===== config.mk =====
export PLATFORM = sky130hd
export DESIGN_NAME = taxi_axis_gmii_rx
export DESIGN_NICKNAME = d
export VERILOG_FILES = /design/src/rtl/taxi_axis_gmii_rx.sv
export SDC_FILE = /design/constraint.sdc
export NUM_CORES = 1
export LEC_CHECK = 0
export BUFFER_PORTS_ARGS = -buffer_cell sky130_fd_sc_hd__buf_2
export CAP_MARGIN = 20
export CORE_UTILIZATION = 50
export CTS_BUF_LIST = sky130_fd_sc_hd__clkbuf_8
export DETAILED_ROUTE_END_ITERATION = 7
export HOLD_SLACK_MARGIN = 0.12
export PLACE_DENSITY = 0.69
export SLEW_MARGIN = 20
export SYNTH_ARGS = -nofsm -noshare
export SYNTH_HDL_FRONTEND = slang
export SYNTH_SLANG_ARGS = --single-unit

===== constraint.sdc =====
create_clock -name clk -period 1.9 [get_ports clk]
set_input_delay 0.095 -clock clk [delete_from_list [all_inputs] [get_ports clk]]
set_output_delay 0.095 -clock clk [all_outputs]
set_load 0.01 [all_outputs]

===== src/rtl/taxi_axis_gmii_rx.sv =====
// GMII/MII receive framer: finds preamble/SFD, strips it and the FCS, checks CRC-32,
// and streams the payload as AXI4-Stream bytes with a bad-frame flag on the last beat.
module taxi_axis_gmii_rx #(
  parameter int DATA_W = 8,
  parameter int USER_W = 1
) (
  input  logic              clk,
  input  logic              rst,
  input  logic [DATA_W-1:0] gmii_rxd,
  input  logic              gmii_rx_dv,
  input  logic              gmii_rx_er,
  output logic [DATA_W-1:0] m_axis_rx_tdata,
  output logic              m_axis_rx_tkeep,
  output logic              m_axis_rx_tvalid,
  input  logic              m_axis_rx_tready,
  output logic              m_axis_rx_tlast,
  output logic [USER_W-1:0] m_axis_rx_tuser,
  input  logic              clk_enable,
  input  logic              mii_select,
  input  logic              cfg_rx_enable,
  output logic              start_packet,
  output logic              error_bad_frame,
  output logic              error_bad_fcs
);

  typedef enum logic [1:0] {
    ST_IDLE    = 2'd0,
    ST_PAYLOAD = 2'd1,
    ST_DROP    = 2'd2
  } state_t;

  function automatic logic [31:0] crc32_byte(input logic [31:0] crc, input logic [7:0] data);
    logic [31:0] c;
    c = crc ^ {24'h000000, data};
    for (int i = 0; i < 8; i++) begin
      if (c[0]) c = {1'b0, c[31:1]} ^ 32'hEDB88320;
      else      c = {1'b0, c[31:1]};
    end
    return c;
  endfunction

  state_t            state_r, state_nxt;
  logic [DATA_W-1:0] rxd_r;
  logic              dv_r, er_r;
  logic [3:0]        nib_d_r;
  logic              dv_d_r;
  logic [3:0][7:0]   dl_r, dl_nxt;
  logic [31:0]       crc_r, crc_nxt;
  logic [2:0]        cnt_r, cnt_nxt;
  logic [7:0]        pend_r, pend_nxt;
  logic              pend_vld_r, pend_vld_nxt;
  logic              sticky_r, sticky_nxt;
  logic              phase_r, phase_nxt;

  logic [7:0]        byte_s;
  logic              byte_en_s;
  logic [31:0]       fcs_rx_s;
  logic              fcs_bad_s;
  logic              emit_s, last_s, bad_s, sop_s, err_frame_s, err_fcs_s;
  logic [USER_W-1:0] user_s;
  logic              unused_tready;

  assign unused_tready   = m_axis_rx_tready;
  assign m_axis_rx_tkeep = 1'b1;
  assign fcs_rx_s        = {dl_r[0], dl_r[1], dl_r[2], dl_r[3]};
  assign fcs_bad_s       = (fcs_rx_s != ~crc_r);

  // Byte assembly; in MII idle every nibble pair is tried so the SFD realigns the phase
  always_comb begin
    byte_s    = rxd_r[7:0];
    byte_en_s = 1'b1;
    if (mii_select) begin
      byte_s = {rxd_r[3:0], nib_d_r};
      if (state_r == ST_PAYLOAD) byte_en_s = phase_r;
      else                       byte_en_s = dv_d_r;
    end else begin
      byte_en_s = 1'b1;
    end
  end

  // Next-state, delay line, CRC and output decode
  always_comb begin
    state_nxt    = state_r;
    dl_nxt       = dl_r;
    crc_nxt      = crc_r;
    cnt_nxt      = cnt_r;
    pend_nxt     = pend_r;
    pend_vld_nxt = pend_vld_r;
    sticky_nxt   = sticky_r;
    phase_nxt    = phase_r;
    emit_s       = 1'b0;
    last_s       = 1'b0;
    bad_s        = 1'b0;
    sop_s        = 1'b0;
    err_frame_s  = 1'b0;
    err_fcs_s    = 1'b0;
    case (state_r)
      ST_IDLE: begin
        if (!dv_r) begin
          state_nxt = ST_IDLE;
        end else if (!cfg_rx_enable) begin
          state_nxt = ST_DROP;
        end else if (!byte_en_s) begin
          state_nxt = ST_IDLE;
        end else if (byte_s == 8'hD5) begin
          sop_s        = 1'b1;
          crc_nxt      = 32'hFFFFFFFF;
          cnt_nxt      = 3'd0;
          pend_vld_nxt = 1'b0;
          sticky_nxt   = 1'b0;
          phase_nxt    = 1'b0;
          state_nxt    = ST_PAYLOAD;
        end else if (byte_s != 8'h55) begin
          state_nxt = ST_DROP;
        end else begin
          state_nxt = ST_IDLE;
        end
      end
      ST_PAYLOAD: begin
        if (!dv_r) begin
          state_nxt = ST_IDLE;
          if (pend_vld_r) begin
            emit_s      = 1'b1;
            last_s      = 1'b1;
            bad_s       = sticky_r | fcs_bad_s;
            err_fcs_s   = fcs_bad_s;
            err_frame_s = sticky_r;
          end else begin
            err_frame_s = 1'b1;
          end
        end else begin
          if (er_r) sticky_nxt = 1'b1;
          else      sticky_nxt = sticky_r;
          phase_nxt = ~phase_r;
          if (byte_en_s) begin
            dl_nxt = {dl_r[2:0], byte_s};
            // Oldest held byte is known payload once four newer bytes exist
            if (cnt_r == 3'd4) begin
              emit_s       = pend_vld_r;
              pend_nxt     = dl_r[3];
              pend_vld_nxt = 1'b1;
              crc_nxt      = crc32_byte(crc_r, dl_r[3]);
            end else begin
              cnt_nxt = cnt_r + 3'd1;
            end
          end else begin
            dl_nxt = dl_r;
          end
        end
      end
      ST_DROP: begin
        if (!dv_r) state_nxt = ST_IDLE;
        else       state_nxt = ST_DROP;
      end
      default: state_nxt = ST_DROP;
    endcase
    user_s    = '0;
    user_s[0] = bad_s;
  end

  // Input sample stage and framing state
  always_ff @(posedge clk) begin
    if (rst) begin
      state_r    <= ST_DROP;
      rxd_r      <= '0;
      dv_r       <= 1'b0;
      er_r       <= 1'b0;
      nib_d_r    <= 4'h0;
      dv_d_r     <= 1'b0;
      dl_r       <= '0;
      crc_r      <= 32'hFFFFFFFF;
      cnt_r      <= 3'd0;
      pend_r     <= 8'h00;
      pend_vld_r <= 1'b0;
      sticky_r   <= 1'b0;
      phase_r    <= 1'b0;
    end else if (clk_enable) begin
      state_r    <= state_nxt;
      rxd_r      <= gmii_rxd;
      dv_r       <= gmii_rx_dv;
      er_r       <= gmii_rx_er;
      nib_d_r    <= rxd_r[3:0];
      dv_d_r     <= dv_r;
      dl_r       <= dl_nxt;
      crc_r      <= crc_nxt;
      cnt_r      <= cnt_nxt;
      pend_r     <= pend_nxt;
      pend_vld_r <= pend_vld_nxt;
      sticky_r   <= sticky_nxt;
      phase_r    <= phase_nxt;
    end
  end

  // Registered stream outputs and status pulses
  always_ff @(posedge clk) begin
    if (rst) begin
      m_axis_rx_tdata  <= '0;
      m_axis_rx_tvalid <= 1'b0;
      m_axis_rx_tlast  <= 1'b0;
      m_axis_rx_tuser  <= '0;
      start_packet     <= 1'b0;
      error_bad_frame  <= 1'b0;
      error_bad_fcs    <= 1'b0;
    end else if (!clk_enable) begin
      m_axis_rx_tvalid <= 1'b0;
      m_axis_rx_tlast  <= 1'b0;
      m_axis_rx_tuser  <= '0;
      start_packet     <= 1'b0;
      error_bad_frame  <= 1'b0;
      error_bad_fcs    <= 1'b0;
    end else begin
      if (emit_s) m_axis_rx_tdata <= DATA_W'(pend_r);
      m_axis_rx_tvalid <= emit_s;
      m_axis_rx_tlast  <= last_s;
      m_axis_rx_tuser  <= user_s;
      start_packet     <= sop_s;
      error_bad_frame  <= err_frame_s;
      error_bad_fcs    <= err_fcs_s;
    end
  end

endmodule


After elaboration in Yosys (flattened, before gate mapping)
Cells that the tools add are included.

Flip-flop bits (word level): 109. Memory bits (writable): 0. Output and inout bits: 15. Logic and storage cells: 156. ROM bits: 0. Memories: 0. Bits in latches: 0.

Multipliers: 0. Bitwise gates (word level): 19. Muxes and demuxes: 83. Order comparisons: 0. Div/mod/pow operators: 0. Add/sub/neg operators: 1. Reductions and logical operators: 14. Equality and inequality tests: 16. Shifts and indexed selects: 0.

Operator list (count): two-way mux 32 bit (43); inverter 13 -> 14 bit (8); case mux 32 bit (2 select lines) (1); != test 32 bit (1); inverter 32 bit (1); XOR 32 x 8 -> 32 bit (1); two-way mux 3 bit (7); two-way mux 1 bit (19); != test 2 bit, second input constant (9); AND reduction 9 bit (2); two-way mux 2 bit (7); equality test 8 bit, second input constant (1); two-way mux 8 bit (1); != test 8 x 7 -> 1 bit, second input constant (1); inverter 1 bit (8); AND reduction 8 bit (1); AND reduction 7 bit (1); case mux 1 bit (2 select lines) (3); case mux 2 bit (3 select lines) (1); case mux 3 bit (2 select lines) (1); OR reduction 6 bit (1); AND reduction 5 bit (1); OR reduction 5 bit (1); AND reduction 2 bit (2); 11 further kinds (11).

Longest topological paths before layout
Gate-level depths: netlist (run 1).

Word-level depth: 49. Gate-level depth with buffers: 9. Mapped depth without buffers: 6.

Worst setup path after synthesis (run 1)
Ideal clock, no wire load.

Path type: flip-flop to flip-flop. Start point: reg rxd_r[3]. End point: reg crc_r[20]. Arrival time: 1.787 ns. Cell stages (with the launch flop): 6. Setup slack: -0.009 ns. Library setup time: 0.122 ns. Path through: dfxtp_1 > or4b_4 > a211oi_4 > o2bb2ai_2 > nand4_1 > o32a_1.

Word-level cells in the longest chain between the ends: 4.

RTL lines: start, declared (line 43) `logic [DATA_W-1:0] rxd_r;`; start signal, assigned (line 179) `rxd_r <= gmii_rxd;`; two-way mux 8 bit (line 72) `if (mii_select) begin`; equality test 8 bit (line 105) `end else if (byte_s == 8'hD5) begin`; != test 2 bit (no line); AND reduction 9 bit (no line); end signal, assigned (line 185) `crc_r <= crc_nxt;`; end, declared (line 48) `logic [31:0] crc_r, crc_nxt;`.

No other way between the ends. A chain may end at the register's enable or synchronous reset.

Worst setup path after layout (run 1)
Same ends and word-level chain as after synthesis.

==> metrics, run 1 <==
# setup viols final 7; Routed WL per cell 15.8 um; Net Sw Power 922 uW; Starting Density 0.513; vias in the first global route 4057; syn_area_per_cell 9.20 um2; Final WS setup -0.0199 ns; post-synthesis sequential area ratio 0.414; # IOs 31; Syn Inst Count 573; synth unique cells 58; initial antenna violation count 0; status complete, but fails checks; drt total wl 12400 um; share of layout cells above drive strength 1 0.202; Post-Syn Area 0.00527 mm2; first-pass GRT wire length 20500 um; CP Capture Type flop; Async S/R FF share, synth 0; row count 37; violated checks setup timing; die width 105 um; max_cap viols 0; final hold violations 0; most area-hungry cell type in the Yosys netlist dfxtp_1; Fill cells 909; total power 3.98 mW; Clock Pin Slew Worst Setup and Hold Paths 0.10 ns; CTS tree built; launch point of the worst reg-to-reg path rxd_r[3]; post-route cell area 0.00625 mm2; GR Overflow Total 0; Max VDD drop 548 uV; Yosys top cell area share 0.414; Pins Over Slew Limit 0; placed instance area 0.00587 mm2; Final Critical Period 1.92 ns; TritonCTS buffer count 9; Core Footprint 0.0103 mm2; largest net degree at the start of global routing 42; synthesis-stage register bit count 109; drt drc 0; required time of the critical path 2.18 ns; Power Density 636 mW/mm2; vias per cell 5.39; most frequent cells in the layout dfxtp_1 (107), nand2_1 (72), xnor2_1 (67), a21oi_1 (63), buf_4 (47); Clock Skew 0.0117 ns; Max H-tree Level 3; FMAX 0.521 GHz; Switching Fraction 0.232; period utilisation layout 1.01; layout net count 663; startpoint types flop; CP Max Fanout 6; most common cell after layout, fill and taps aside dfxtp_1; hold_sp mii_select; largest cells by area after synthesis dfxtp_1 (41%), xnor2_1 (11%), a21oi_1 (6.0%); syn_nets 593; CP startpoint rxd_r[3]; RSZ-0062 raised after global routing yes; leakage power 2.35 nW; Post-synth EDFFs 0; global-route usage over all layers 0.239; height of the die 105 um; post-DP HPWL 9060 um; root buffer cell clkbuf_8; P&R area growth vs syn 18.6%; drt initial violations 235; Cell Count, Final, Fillers Out 784; postcts setup bufs 0; Clk Latency, worst-skew pair 0.38 ns; maximum clock insertion buffer count 2; gpl congestion 0.927; clock share of power 0.365; input/output buffers 28; ys flop type dfxtp_1; worst hold path class input pin to flop; CTS Sinks 109; sequential power share 0.582; DR vias 4222; Synth warnings 0; Detail Route Antenna Nets 0; crit path DAT 2.20 ns; ant diodes 0; placed cell count 755; die area 0.0110 mm2; Final Util 0.608; combinational power share 0.052; crit path kind flop to flop; Internal Power 3.05 mW; Detailed Routing Iterations Pass 1 4
[metrics by stage]
step	hold slack, ns	setup TNS (ns)	worst slack, ns
2_1_floorplan	0.198	-0.00431	-0.00431
3_3_place_gp	0.329	0	0.0221
3_5_place_dp	0.338	-0.0112	-0.0112
4_1_cts	0.286	-0.0172	-0.00970
5_1_grt	0.326	-0.765	-0.0685
6_report	0.299	-0.0773	-0.0199
[area by class of cell]
| type | instances | area [um2] | area share |
|---|---|---|---|
| repair buffers | 93 | 706 | 0.113 |
| inverters | 9 | 33.8 | 0.00541 |
| clock inverters | 6 | 68.8 | 0.0110 |
| multi-input cells | 421 | 2950 | 0.472 |
| clock buffers | 10 | 138 | 0.0220 |
| well taps | 136 | 170 | 0.0272 |
| flip-flops and latches | 109 | 2180 | 0.350 |
[synthesized netlist by cell type, drive strengths merged (3+ instances only)]
| master | instances |
|---|---|
| dfxtp | 109 |
| xnor2 | 75 |
| nand2 | 72 |
| a21oi | 63 |
| nor2 | 37 |
| o21ai | 28 |
| mux2i | 23 |
| clkbuf | 19 |
| xor2 | 18 |
| buf | 15 |
| a2bb2oi | 12 |
| nand3 | 12 |
| a211oi | 10 |
| inv | 9 |
| nor4 | 9 |
| nor3 | 8 |
| nand2b | 5 |
| ha | 4 |
| nand4b | 4 |
| o22a | 4 |
| and3 | 3 |
| nand4 | 3 |
[registers in the layout, indices dropped and copies added (netlist names), 2 cells and up]
register and cells:
pend_r 8, cnt_r 3, dl_r 32, crc_r 32, m_axis_rx_tdata 8, nib_d_r 4
state_r 2, rxd_r 8
[cell families after synthesis]
kind of cell / share of synthesized area
compound gates: 0.170
xor+xnor: 0.178
fa+ha+maj: 0.00950
buf+inv: 0.0347
flops: 0.414
mux: 0.0458
other cells: 0.000712
simple gates: 0.147
[what timing repair did]
item | 4_1_cts | 5_1_grt
hold buffers | 13 | 0
gates resized for setup | 2 | 9
endpoints found under the hold margin | 23 | 0
pin swaps | 0 | 1
endpoints found under the setup margin | 2 | 43
[path summary, 6_finish.rpt]
kind         slack (ns)  cells past startpoint        end
max               -0.02                      6  crc_r[20]
min                0.30                      4    dl_r[3]
max reg2reg       -0.02                      6  crc_r[20]
min reg2reg        0.46                      2  pend_r[5]
[critical path, stage by stage (launching register included)]
cell and delay [ns]:
dfxtp_1 0.32, or4b_4 0.55, a211oi_4 0.31, o2bb2ai_2 0.19
nand4_1 0.13, buf_6 0.16, o32a_1 0.16
[power by group through the flow]
stage | registers [mW] | clock network (mW) | logic [mW]
after floorplan | 2.37 | 0 | 0.120
after global placement | 2.37 | 0 | 0.181
after detailed placement | 2.37 | 0 | 0.185
after CTS | 2.31 | 1.50 | 0.206
after global routing | 2.32 | 1.57 | 0.225
final | 2.31 | 1.45 | 0.208
[per-layer routing]
layer / vias up / share of wire / global-route usage
li1: 2101 / - / -
met1: 2032 / 0.46 / 0.308
met2: 71 / 0.49 / 0.401
met3: 18 / 0.037 / 0.0443
met4: 0 / 0.015 / 0.0805
met5: - / 0 / 0
Note: power is estimated with default switching activity, not from simulation.
==> inputs of run 2 (changes only) <==
Settings changed: ABC_AREA from default to 1, CORE_MARGIN from default to 1.5, GPL_ROUTABILITY_DRIVEN from default to 0.
==> run 2 against run 1 <==
Against the previous run: the run now ends clean; utilization fell by 2.9 points; synthesized cell count increased by 53%; combinational power is 110% higher; wire length up 16%; setup slack better by 0.16 ns; global-route usage increased by 0.40 points; clock-buffer cell count decreased by 1; flip-flop and latch count stayed put; non-clock buffer count fell by 23; total power grew 4.4%; largest cell class unchanged; largest power group unchanged; highest routed layer unchanged.
==> metrics, run 2 <==
status finished clean; max_cap viols 0; worst path bufs/invs 2; FMAX 0.567 GHz; final hold violations 0; Core Footprint 0.0113 mm2; multi-input logic area 0.00314 mm2; Yosys top cell area share 0.379; most frequent cells after synthesis nand2_1 (311), dfxtp_1 (109), inv_1 (81), nor2_1 (61), o21ai_0 (60); Final Critical Period 1.76 ns; first-pass GRT wire length 22500 um; Routed WL per cell 13.4 um; Max VDD drop 652 uV; Syn Inst Count 874; Switching Fraction 0.256; drt drc 0; syn_nets 894; required time of the critical path 2.17 ns; combinational power share 0.106; DR vias 5452; Post-Syn Area 0.00576 mm2; Clock Pin Slew Worst Setup and Hold Paths 0.09 ns; CP Max Fanout 43; crit-path max cell delay 0.35 ns; Detail Route Antenna Nets 0; Synth warnings 0; # setup viols final 0; crit path kind flop to flop; vias in the first global route 4639; Power Density 633 mW/mm2; placed cell count 1037; largest cells by area after synthesis dfxtp_1 (38%), nand2_1 (20%), inv_1 (5.3%); Net Sw Power 1.06 mW; Post-synth EDFFs 0; Setup WS pre-CTS 0.000191 ns; synth unique cells 35; launch point of the worst reg-to-reg path state_r[1]; CTS tree built; # IOs 31; critical path's most frequent cell nand2_1; Async S/R FF share, synth 0; ys flop type dfxtp_1; clock share of power 0.329; largest net degree at the start of global routing 83; Fill cells 1107; drt initial violations 379; slowest CP cell dfxtp_1; Largest regs crc_r x32, dl_r x32; CP Capture Type flop; CP startpoint state_r[1]; synthesis-stage register bit count 109; Clk Latency, worst-skew pair 0.38 ns; TritonCTS buffer count 9; die width 110 um; Internal Power 3.09 mW; worst hold path class input pin to flop; RSZ-0062 raised after global routing yes; crit path DAT 2.03 ns; leakage power 3.22 nW; Final WS setup 0.137 ns; Clock Skew 0.00901 ns; ant diodes 0; sequential power share 0.565; most area-hungry cell type in the Yosys netlist dfxtp_1; die area 0.0122 mm2; input/output buffers 28; Detailed Routing Iterations Pass 1 5; height of the die 110 um; Cell Count, Final, Fillers Out 1069; post-DP HPWL 10100 um; layout net count 941; drt total wl 14300 um; startpoint types flop; top-count cell post-synth nand2_1; Starting Density 0.509; share of layout cells above drive strength 1 0.124; syn_area_per_cell 6.59 um2; initial antenna violation count 0; global-route usage over all layers 0.243; maximum clock insertion buffer count 2; row count 39; family with the most delay on the worst path simple AND/OR/NAND/NOR gates; GR Overflow Total 0; post-synthesis sequential area ratio 0.379; most common cell after layout, fill and taps aside nand2_1; critical-path cell list inv_1 -> nand2_2 -> nor3_1 -> nand2_4 -> nor2_2 -> buf_12 -> nand3_1 -> nand2_1 -> nand2_1; Pins Over Slew Limit 0; P&R area growth vs syn 13.8%; most frequent cells in the layout nand2_1 (305), dfxtp_1 (104), inv_1 (83), nor2_1 (61), o21ai_0 (60); root buffer cell clkbuf_8; CTS Sinks 109; total power 4.15 mW; hold_sp mii_select; period utilisation layout 0.928; register area 0.00219 mm2; vias per cell 5.10; Max H-tree Level 3
## run 2: worst paths after layout
check                                       end  cells after the start  slack, ns
worst max register to register         crc_r[7]                      9       0.14
worst min-delay path                    dl_r[1]                      3       0.25
worst min register to register  m_axis_rx_tuser                      2       0.46
worst max-delay path                   crc_r[7]                      9       0.14
## run 2: cell families after synthesis
family,Yosys count,synth area share
fa+ha+maj,4,0.00869
simple gates,467,0.336
buf+inv,116,0.0841
other cells,1,0.000651
xor+xnor,39,0.0593
flops,109,0.379
compound gates,138,0.132
## run 2: layout make-up
type / instances / share of cell area
multi-input cells: 649 / 0.479
repair buffers: 70 / 0.0840
well taps: 143 / 0.0273
inverters: 81 / 0.0470
flip-flops and latches: 109 / 0.334
repair inverters: 1 / 0.00115
clock inverters: 7 / 0.00897
clock buffers: 9 / 0.0189
## run 2: power groups by stage
stage	clock (mW)	sequential, mW	combinational [mW]
6_report	1.36	2.35	0.441
5_1_grt	1.48	2.35	0.497
4_1_cts	1.41	2.35	0.429
3_5_place_dp	0	2.40	0.408
3_3_place_gp	0	2.40	0.405
2_1_floorplan	0	2.39	0.308
## run 2: timing repair
| item | in CTS | in global routing |
|---|---|---|
| hold buffers | 13 | 0 |
| buffers inserted | 0 | 2 |
| cloned | 0 | 1 |
| setup endpoints to repair | 1 | 36 |
| resized for setup | 0 | 18 |
| hold endpoints to repair | 26 | 0 |
| pin swaps | 0 | 4 |
## run 2: tightest hold or removal path, cell delays in order
cell,delay (ns)
buf_2,0.20
o21ai_1,0.21
a211oi_1,0.09
## run 2: per-layer routing
layer	GRT usage	share of wire	routed length [um]
met2	0.395	0.45	6420
met1	0.320	0.48	6820
met5	0	0	0
met3	0.0517	0.049	700
met4	0.0815	0.025	354
## run 2: metrics by stage
| stage | area [um2] | hold slack (ns) | util | setup TNS (ns) |
|---|---|---|---|---|
| final | 6550 | 0.252 | 0.579 | 0 |
| after global routing | 6550 | 0.272 | 0.579 | -0.179 |
| after CTS | 6470 | 0.244 | 0.572 | -0.0171 |
| after detailed placement | 6160 | 0.327 | 0.544 | 0 |
| after global placement | 6160 | 0.322 | 0.544 | 0 |
| after floorplan | 5760 | 0.230 | - | 0 |
==> inputs of run 3 (changes only) <==
--- a/config.mk
+++ b/config.mk
@@ -7,3 +7,2 @@
 export LEC_CHECK = 0
-export ABC_AREA = 1
 export BUFFER_PORTS_ARGS = -buffer_cell sky130_fd_sc_hd__buf_2
--- a/constraint.sdc
+++ b/constraint.sdc
@@ -3,2 +3,2 @@
 set_output_delay 0.095 -clock clk [all_outputs]
-set_load 0.01 [all_outputs]
+set_load 0.05 [all_outputs]
==> run 3 against run 2 <==
Against the previous run: the flow now finishes with violations (setup timing); clock skew grew 0.0079 ns; first-iteration DRC count fell by 37%; die area down 8.3%; design area shrank 4.4%; fmax fell by 8.9%; largest cell class unchanged; largest power group unchanged; highest routed layer unchanged.
==> metrics, run 3 (synthesized netlist as in run 1, its figures left out) <==
global-route usage over all layers 0.234; Fill cells 914; Detailed Routing Iterations Pass 1 5; violated checks setup timing; sequential power share 0.561; Worst-Margin Slew 0.550 ns; status complete, but fails checks; # IOs 31; placed instance area 0.00587 mm2; GR Overflow Total 0; Clock Pin Slew Worst Setup and Hold Paths 0.10 ns; Largest regs crc_r x32, dl_r x32; maximum clock insertion buffer count 2; register area 0.00218 mm2; drt drc 0; TritonCTS buffer count 9; most frequent cells in the layout dfxtp_1 (107), nand2_1 (72), xnor2_1 (67), a21oi_1 (63), buf_4 (48); most common cell after layout, fill and taps aside dfxtp_1; post-route cell area 0.00627 mm2; crit path kind flop to flop; critical-path cell list or4b_4 -> a211oi_4 -> buf_4 -> a21boi_4 -> o21ai_4 -> buf_12 -> a2bb2oi_1; largest net degree at the start of global routing 42; Max VDD drop 811 uV; drt initial violations 239; height of the die 106 um; Clock Skew 0.0169 ns; Max H-tree Level 3; startpoint types flop; worst hold path class input pin to flop; Net Sw Power 936 uW; Starting Density 0.513; RSZ-0062 raised after global routing yes; DR vias 4263; required time of the critical path 2.21 ns; hold path depth 3; total power 4.12 mW; vias per cell 5.44; Hold WS 0.159 ns; CP Max Fanout 15; CTS tree built; hold_sp cfg_rx_enable; Core Footprint 0.0103 mm2; row count 37; final hold violations 0; Switching Fraction 0.227; input/output buffers 28; ant diodes 0; initial antenna violation count 0; launch point of the worst reg-to-reg path rxd_r[3]; post-DP HPWL 8930 um; drt total wl 12500 um; P&R area growth vs syn 19.0%; Pins Over Slew Limit 0; vias in the first global route 4166; Final Critical Period 1.94 ns; root buffer cell clkbuf_8; Routed WL per cell 15.9 um; FMAX 0.517 GHz; layout net count 663; first-pass GRT wire length 20600 um; reg2reg end crc_r[5]; Slew headroom 0.631; worst reg-to-reg setup slack -0.04 ns; CP Capture Type flop; slowest CP cell or4b_4; Detail Route Antenna Nets 0; die area 0.0112 mm2; period utilisation layout 1.02; R2R depth 7; crit path DAT 2.25 ns; Clk Latency, worst-skew pair 0.38 ns; # setup viols final 15; CTS Sinks 109; multi-input logic area 0.00295 mm2; clock share of power 0.388; die width 106 um; max_cap viols 0; placed cell count 755; Final WS setup -0.0357 ns; Power Density 658 mW/mm2; Setup WS pre-CTS 0.00155 ns; crit-path max cell delay 0.55 ns; leakage power 2.37 nW; Hold EP state_r[1]; combinational power share 0.051; share of layout cells above drive strength 1 0.204; Cell Count, Final, Fillers Out 784; Internal Power 3.19 mW
## run 3: cell count changes in the layout (fill, tap and decap cells not counted), moves of 9 or more
| cell | change |
|---|---|
| nand3_1 | -43 |
| o21ai_0 | -40 |
| inv_1 | -74 |
| buf_4 | +24 |
| a2bb2oi_2 | +10 |
| xnor2_1 | +53 |
| nor2_1 | -24 |
| or2_2 | -11 |
| nand2_1 | -233 |
| mux2i_1 | +23 |
| nand2_2 | -9 |
## run 3: per-layer routing
layer  up-vias  share of wire  global-route usage
met5         -              0                   0
met3        24          0.041              0.0408
met2        97           0.47               0.384
li1       2100              -                   -
met4         0          0.026              0.0849
met1      2042           0.46               0.309
## run 3: how the worst max path moves through the flow
stage	startpoint	to	slack, ns	cells after the start
after global routing	rxd_r[3]	crc_r[22]	-0.08	7
after CTS	rxd_r[3]	crc_r[6]	-0.006	6
final	rxd_r[3]	crc_r[5]	-0.04	7
after floorplan	rxd_r[3]	crc_r[20]	-0.004	5
after detailed placement	dl_r[26]	crc_r[18]	0.002	6
after global placement	rxd_r[3]	crc_r[10]	0.05	6
## run 3: worst max-delay path: cells and delay by family, from the launching register on
family          cells  cell delay (ns)
compound gates      4             0.65
simple gates        1             0.55
buf+inv             2             0.34
flops               1             0.33
## run 3: area by class of cell
class,count,area share
tap,136,0.0272
timing repair buffer,93,0.112
sequential,109,0.349
multi-input combinational,421,0.470
clock inverter,6,0.0148
clock buffer,10,0.0220
inverter,9,0.00539
## run 3: metrics by stage
| stage | setup TNS [ns] | util |
|---|---|---|
| after floorplan | -0.00431 | - |
| after global placement | 0 | 0.571 |
| after detailed placement | 0 | 0.571 |
| after CTS | -0.00551 | 0.606 |
| after global routing | -1.10 | 0.610 |
| final | -0.223 | 0.610 |
## run 3: repair_timing
action / in CTS / in global routing
endpoints found under the hold margin: 19 / 0
setup buffers: 0 / 1
setup endpoints to repair: 2 / 67
pin swaps: 0 / 3
gates resized for setup: 1 / 13
hold buffers: 12 / 0
## run 3: power groups by stage
stage / Clock, mW / Sequential (mW) / Combinational, mW
2_1_floorplan: 0 / 2.37 / 0.124
3_3_place_gp: 0 / 2.37 / 0.184
3_5_place_dp: 0 / 2.37 / 0.187
4_1_cts: 1.62 / 2.31 / 0.206
5_1_grt: 1.71 / 2.32 / 0.231
6_report: 1.60 / 2.31 / 0.210
